## src/rtl/uart_rx_fifo.sv

```systemverilog
// uart_rx_fifo: circular byte FIFO behind the UART receiver with valid/ready drain, overrun and level irq
module uart_rx_fifo #(
    parameter int DataWidth = 8,
    parameter int Depth     = 16,
    localparam int PtrWidth = $clog2(Depth)
) (
    input  logic                 clk_i,
    input  logic                 rst_ni,
    input  logic                 wr_dv_i,
    input  logic [DataWidth-1:0] wr_data_i,
    input  logic                 rd_ready_i,
    output logic                 rd_valid_o,
    output logic [DataWidth-1:0] rd_data_o,
    output logic [PtrWidth:0]    count_o,
    output logic                 full_o,
    output logic                 empty_o,
    output logic                 overrun_o,
    input  logic                 overrun_clr_i,
    input  logic [PtrWidth:0]    thresh_i,
    output logic                 irq_o
);
    logic [DataWidth-1:0] mem [Depth];
    logic [PtrWidth:0]    wr_ptr, rd_ptr;
    logic                 pop, push, drop;

    assign empty_o    = wr_ptr == rd_ptr;
    assign full_o     = (wr_ptr[PtrWidth] != rd_ptr[PtrWidth]) &&
                        (wr_ptr[PtrWidth-1:0] == rd_ptr[PtrWidth-1:0]);
    assign count_o    = wr_ptr - rd_ptr;
    assign rd_valid_o = !empty_o;
    assign rd_data_o  = empty_o ? '0 : mem[rd_ptr[PtrWidth-1:0]];
    assign irq_o      = (thresh_i != '0) && (count_o >= thresh_i);
    assign pop        = rd_valid_o && rd_ready_i;
    assign push       = wr_dv_i && (!full_o || pop);
    assign drop       = wr_dv_i && full_o && !pop;

    // storage is unreset; contents are meaningless once the pointers are cleared
    always_ff @(posedge clk_i) begin
        if (push) mem[wr_ptr[PtrWidth-1:0]] <= wr_data_i;
    end

    // pointers advance on accepted push/pop; overrun is sticky and a drop beats a clear
    always_ff @(posedge clk_i or negedge rst_ni) begin
        if (!rst_ni) begin
            wr_ptr    <= '0;
            rd_ptr    <= '0;
            overrun_o <= 1'b0;
        end else begin
            if (push) wr_ptr <= wr_ptr + 1'b1;
            if (pop) rd_ptr <= rd_ptr + 1'b1;
            overrun_o <= drop ? 1'b1 : overrun_clr_i ? 1'b0 : overrun_o;
        end
    end
endmodule

```

## config.mk

```make
export PLATFORM = sky130hd
export DESIGN_NAME = uart_rx_fifo
export DESIGN_NICKNAME = d
export VERILOG_FILES = /design/src/rtl/uart_rx_fifo.sv
export SDC_FILE = /design/constraint.sdc
export NUM_CORES = 1
export LEC_CHECK = 0
export CAP_MARGIN = 10
export CORE_MARGIN = 10
export CORE_UTILIZATION = 62
export DETAILED_ROUTE_END_ITERATION = 10
export PLACE_DENSITY = 0.82
export SLEW_MARGIN = 15
export SYNTH_ARGS = -nofsm -noshare
export SYNTH_HDL_FRONTEND = slang
export SYNTH_SLANG_ARGS = --single-unit
```

## constraint.sdc

```tcl
create_clock -name clk_i -period 9 [get_ports clk_i]
set_clock_uncertainty 0.05 [all_clocks]
set_input_delay 0.9 -clock clk_i [delete_from_list [all_inputs] [get_ports clk_i]]
set_output_delay 0.9 -clock clk_i [all_outputs]
set_load 0.01 [all_outputs]
```

# After elaboration in Yosys (flattened, before gate mapping)
# Memories as Yosys holds them, arrays and structs flattened.
# Cells that the tools add are included.
# op_classes
add_sub_neg	3
magnitude_cmp	1
eq_ne	3
n_mux	5
n_reduce_logical	12
# op_table
cell	count
5-bit by 1-bit adder with 5-bit output, second input constant	2
8-bit two-way mux	1
1-bit logical AND	6
5-bit equality test	1
5-bit >= comparator	1
5-bit nonzero test	1
5-bit subtractor	1
4-bit equality test	1
1-bit two-way mux	4
1-bit logical NOT	3
2-bit nonzero test	1
1-bit logical OR	1
1-bit != test	1
# word_totals
register_bits	11
ramBits	128
out_inout_bits	18
elab_cells	28
n_memories	1
# mem_list
name	words	word_bits	rd	rd_clocked_by_memory_dff	wr	line_no	source
mem	16	8	1	0	1	22	logic [DataWidth-1:0] mem [Depth];

# Logic depth before layout (Yosys ltp)
# depth
ltp_word	7
mapped_depth	11
depth_no_buf	10

# Worst setup path after synthesis
# OpenSTA, ideal clock, no wires.
# synth_timing
path_type	reg-to-output
start	register rd_ptr[1]
end	output irq_o
arrival_time_ns	2.432
slack_ns	5.618
stages_incl_launch_ff	12
n_path_buf	3
cell_sequence	dfrtp_1 -> buf_6 -> buf_2 -> buf_4 -> inv_1 -> fa_1 -> a21o_1 -> a21oi_1 -> xnor2_1 -> ha_1 -> o22ai_1 -> a21oi_1
# synth_between
elab_chain_cells	3
# synth_rtl
element	line_no	source
start: declaration	23	logic [PtrWidth:0] wr_ptr, rd_ptr;
start signal: assignment	50	if (pop) rd_ptr <= rd_ptr + 1'b1;
5-bit subtractor	29	assign count_o = wr_ptr - rd_ptr;
net count_o[4]	14	output logic [PtrWidth:0] count_o,
5-bit >= comparator	32	assign irq_o = (thresh_i != '0) && (count_o >= thresh_i);
1-bit logical AND	32	
end: declaration	20	output logic irq_o
# The timed path passes the listed nets, and every way through them passes these cells.

# Worst setup path after layout
# layout_timing
start	register rd_ptr[3]
end	output rd_data_o[6]
# layout_between
elab_chain_cells	2
elab_cells_between_ends	3
cone_classes	eq/ne (1); mux (1); memory (1)
# layout_rtl
element	line_no	source
memory 16 x 8 bit / 5-bit equality test (equally long branches)	n/a	
8-bit two-way mux (*)	31	assign rd_data_o = empty_o ? '0 : mem[rd_ptr[PtrWidth-1:0]];
end: declaration	13	output logic [DataWidth-1:0] rd_data_o,
# Mark *: on every way between the ends. The rest lies on a longest branch, timed or not.

==> impl_metrics.json <==
{
  "hold_viol_final": 0,
  "route.detailed.drc": 0,
  "vdd_drop_max_uv": 249,
  "grt_util_all_layers_pct": 18.1,
  "synth_common_cells": "128 x edfxtp_1, 17 x mux4_2, 15 x mux4_1, 15 x nor2_1",
  "setup_viol": 0,
  "r2r-start": "rd_ptr[3]",
  "grt_overflow": 0,
  "syn_area_sq_mm": 0.00588,
  "drive_above_1_share_pct": 16.2,
  "synthDistinctLibCells": 41,
  "insertion_delay_ns": 0.53,
  "htreeDepth": 4,
  "sw_frac_of_total_pct": 33.6,
  "fillers": 534,
  "multi_input_area_sq_mm": 0.00161,
  "p_seq_share_pct": 34.8,
  "maxSlewViolCount": 0,
  "first_pass_iters": 4,
  "core-area_sq_mm": 0.00924,
  "wl_per_cell_microns": 24.1,
  "via_count": 3020,
  "r2r_cells": 6,
  "std_cell_rows": 35,
  "critPathArrivalTime_ns": 3.77,
  "synth_nets": 344,
  "rsz0062_at_grt": "no",
  "ant_nets": 0,
  "total_power_uw": 2440,
  "synth_warnings": 0,
  "cts_sinks": 139,
  "p_switching_uw": 819,
  "syn_avg_cell_area_sq_um": 18.9,
  "synth_area_leaders": "edfxtp_1 65%, mux4_1 6.7%, mux4_2 6.5%",
  "drtIter0Drc": 255,
  "cts_inserted_buffers": 17,
  "async_flop_share_pct": 7.91,
  "crit_path_max_fanout": 18,
  "hpwl_mm": 7.53,
  "io_buffers": 35,
  "setup.worst_path.class": "reg -> out",
  "cts_buffer_depth": 2,
  "synth_most_common_cell": "edfxtp_1",
  "fmax_mhz": 212,
  "syn2layout_area_growth_pct": 17.0,
  "status": "complete, no violations",
  "gp_congestion": 0.789,
  "cts_tree": "built",
  "slew_headroom_pct": 35.7,
  "synth-edff-count": 128,
  "reg2reg_slack_ns": 5.53,
  "chipHeight_microns": 117,
  "synth_top_cell_by_area": "edfxtp_1",
  "antennaDiodeCount": 0,
  "timing.rr.end": "mem[9][5]",
  "clkPwrFrac_pct": 25.6,
  "num_io_pins": 36,
  "ctsHoldBuffers": 0,
  "drv_cap": 0,
  "dieArea_sq_mm": 0.0138,
  "cts.reportedPaths.clkPinSlew_ns": 0.06,
  "grt_max_degree": 37,
  "hold_class": "reg -> reg",
  "register_area_sq_mm": 0.00412,
  "wirelength_mm": 12.0,
  "combPwrFrac_pct": 39.6,
  "initial_core_util_pct": 63.6,
  "ys_seq_area_share_pct": 70.1,
  "power.internal_uw": 1620,
  "cp.required_ns": 8.05,
  "cts_root_buffer": "clkbuf_8",
  "critPathLaunchType": "flop",
  "critPathCapture": "rd_data_o[6]",
  "synth-seq-cells": 139,
  "grt_pass1_vias": 3230,
  "crit_path_end_kind": "output pin",
  "fin_crit_sh_pct": 52.4,
  "cp-startpoint": "rd_ptr[3]",
  "worst_pin_slew_ns": 0.961,
  "antenna_found_initial": 0,
  "hp-start": "rd_ptr[4]",
  "finalSetupTns_ns": 0,
  "die_w_microns": 117,
  "powerDensity_mw_per_mm2": 354,
  "post-route-min-period_ns": 4.72,
  "synthCells": 311,
  "yosys_most_used_dff": "edfxtp_1",
  "grt_pass1_wl_mm": 19.0,
  "leakage_uw": 0.00237,
  "postCtsSetupBuffers": 0,
  "post-synth-top-area-fraction_pct": 65.4,
  "nNetsFinal": 390,
  "cts_resized": 0,
  "routed_via_density": 6.05
}
[power by group through the flow]
stage | sequential [uW] | clock (uW) | combinational, uW
after floorplan | 825 | 0 | 637
after global placement | 851 | 0 | 946
after detailed placement | 860 | 0 | 970
after CTS | 849 | 630 | 977
after global routing | 857 | 659 | 1050
final | 849 | 624 | 966
[worst min-delay path by stage]
stage,endpoint,slack [ns],cells after the start
3_5_place_dp,rd_ptr[4],0.45,1
2_1_floorplan,rd_ptr[4],0.42,1
3_3_place_gp,wr_ptr[4],0.43,1
6_report,rd_ptr[4],0.46,1
5_1_grt,wr_ptr[4],0.48,1
4_1_cts,rd_ptr[4],0.46,1
[critical path: stages (launching register included)]
cell and delay, ns:
dfrtp_1 0.88, inv_2 0.31, ha_1 0.42, and4_1 0.23, nand2_2 0.14, clkinv_1 0.29
o41ai_2 0.38, clkdlybuf4s50_1 0.59
[placed cells by master, fill, tap and decap left out, drive strengths merged, types with 2 or more instances in the layout]
cell           count
edfxtp           128
nand2b             3
a211oi            14
clkdlybuf4s50     35
mux2               2
nor2b              7
mux4              32
nor3               4
nand3              4
mux2i              7
ha                14
nand4              3
and3               2
inv               19
a21oi              3
clkbuf            19
o21ai              2
nor2              15
nand2              8
clkinvlp           5
a21o               2
buf                7
dfrtp             11
clkinv             3
xnor2             11
[through the flow]
step | utilization [%] | hold slack [ns] | worst slack (ns) | instances | cell area (sq um)
floorplan | - | 0.415 | 5.62 | 311 | 5880
global placement | 68.7 | 0.432 | 4.96 | 467 | 6350
detailed placement | 68.7 | 0.447 | 4.81 | 467 | 6350
CTS | 74.5 | 0.460 | 4.24 | 499 | 6880
global route | 74.5 | 0.480 | 4.10 | 499 | 6880
finish | 74.5 | 0.457 | 4.28 | 499 | 6880
[sequential cells by signal (all words and copies together) (netlist names)]
signal	cells
rd_ptr	5
mem	128
wr_ptr	5
overrun_o	1
[per-layer routing]
metal	GRT usage, %	routed length (microns)	vias up
met5	0	0	-
li1	-	-	1345
met3	5.23	1050	17
met1	23.0	4760	1526
met4	6.73	192	0
met2	28.8	6030	132
[cell type report]
class	instances	share of cell area [%]
Sequential cell	139	59.9
Tap cell	129	2.35
Clock inverter	13	1.60
Timing Repair Buffer	42	5.85
Inverter	14	0.764
Multi-Input combinational cell	143	23.5
Clock buffer	19	6.13
[cells by family after synthesis]
kind of cell               count (synthesis)  synth area share [%]
buffers and inverters                     29                  2.49
adders and majority gates                 15                  3.32
muxes                                     41                  14.8
and+or+nand+nor                           49                  4.28
AOI/OAI and AO/OA                         26                  3.28
DFF                                      139                  70.1
xor gates and xnor gates                  12                  1.79
Power figures use the tool's default switching activity.
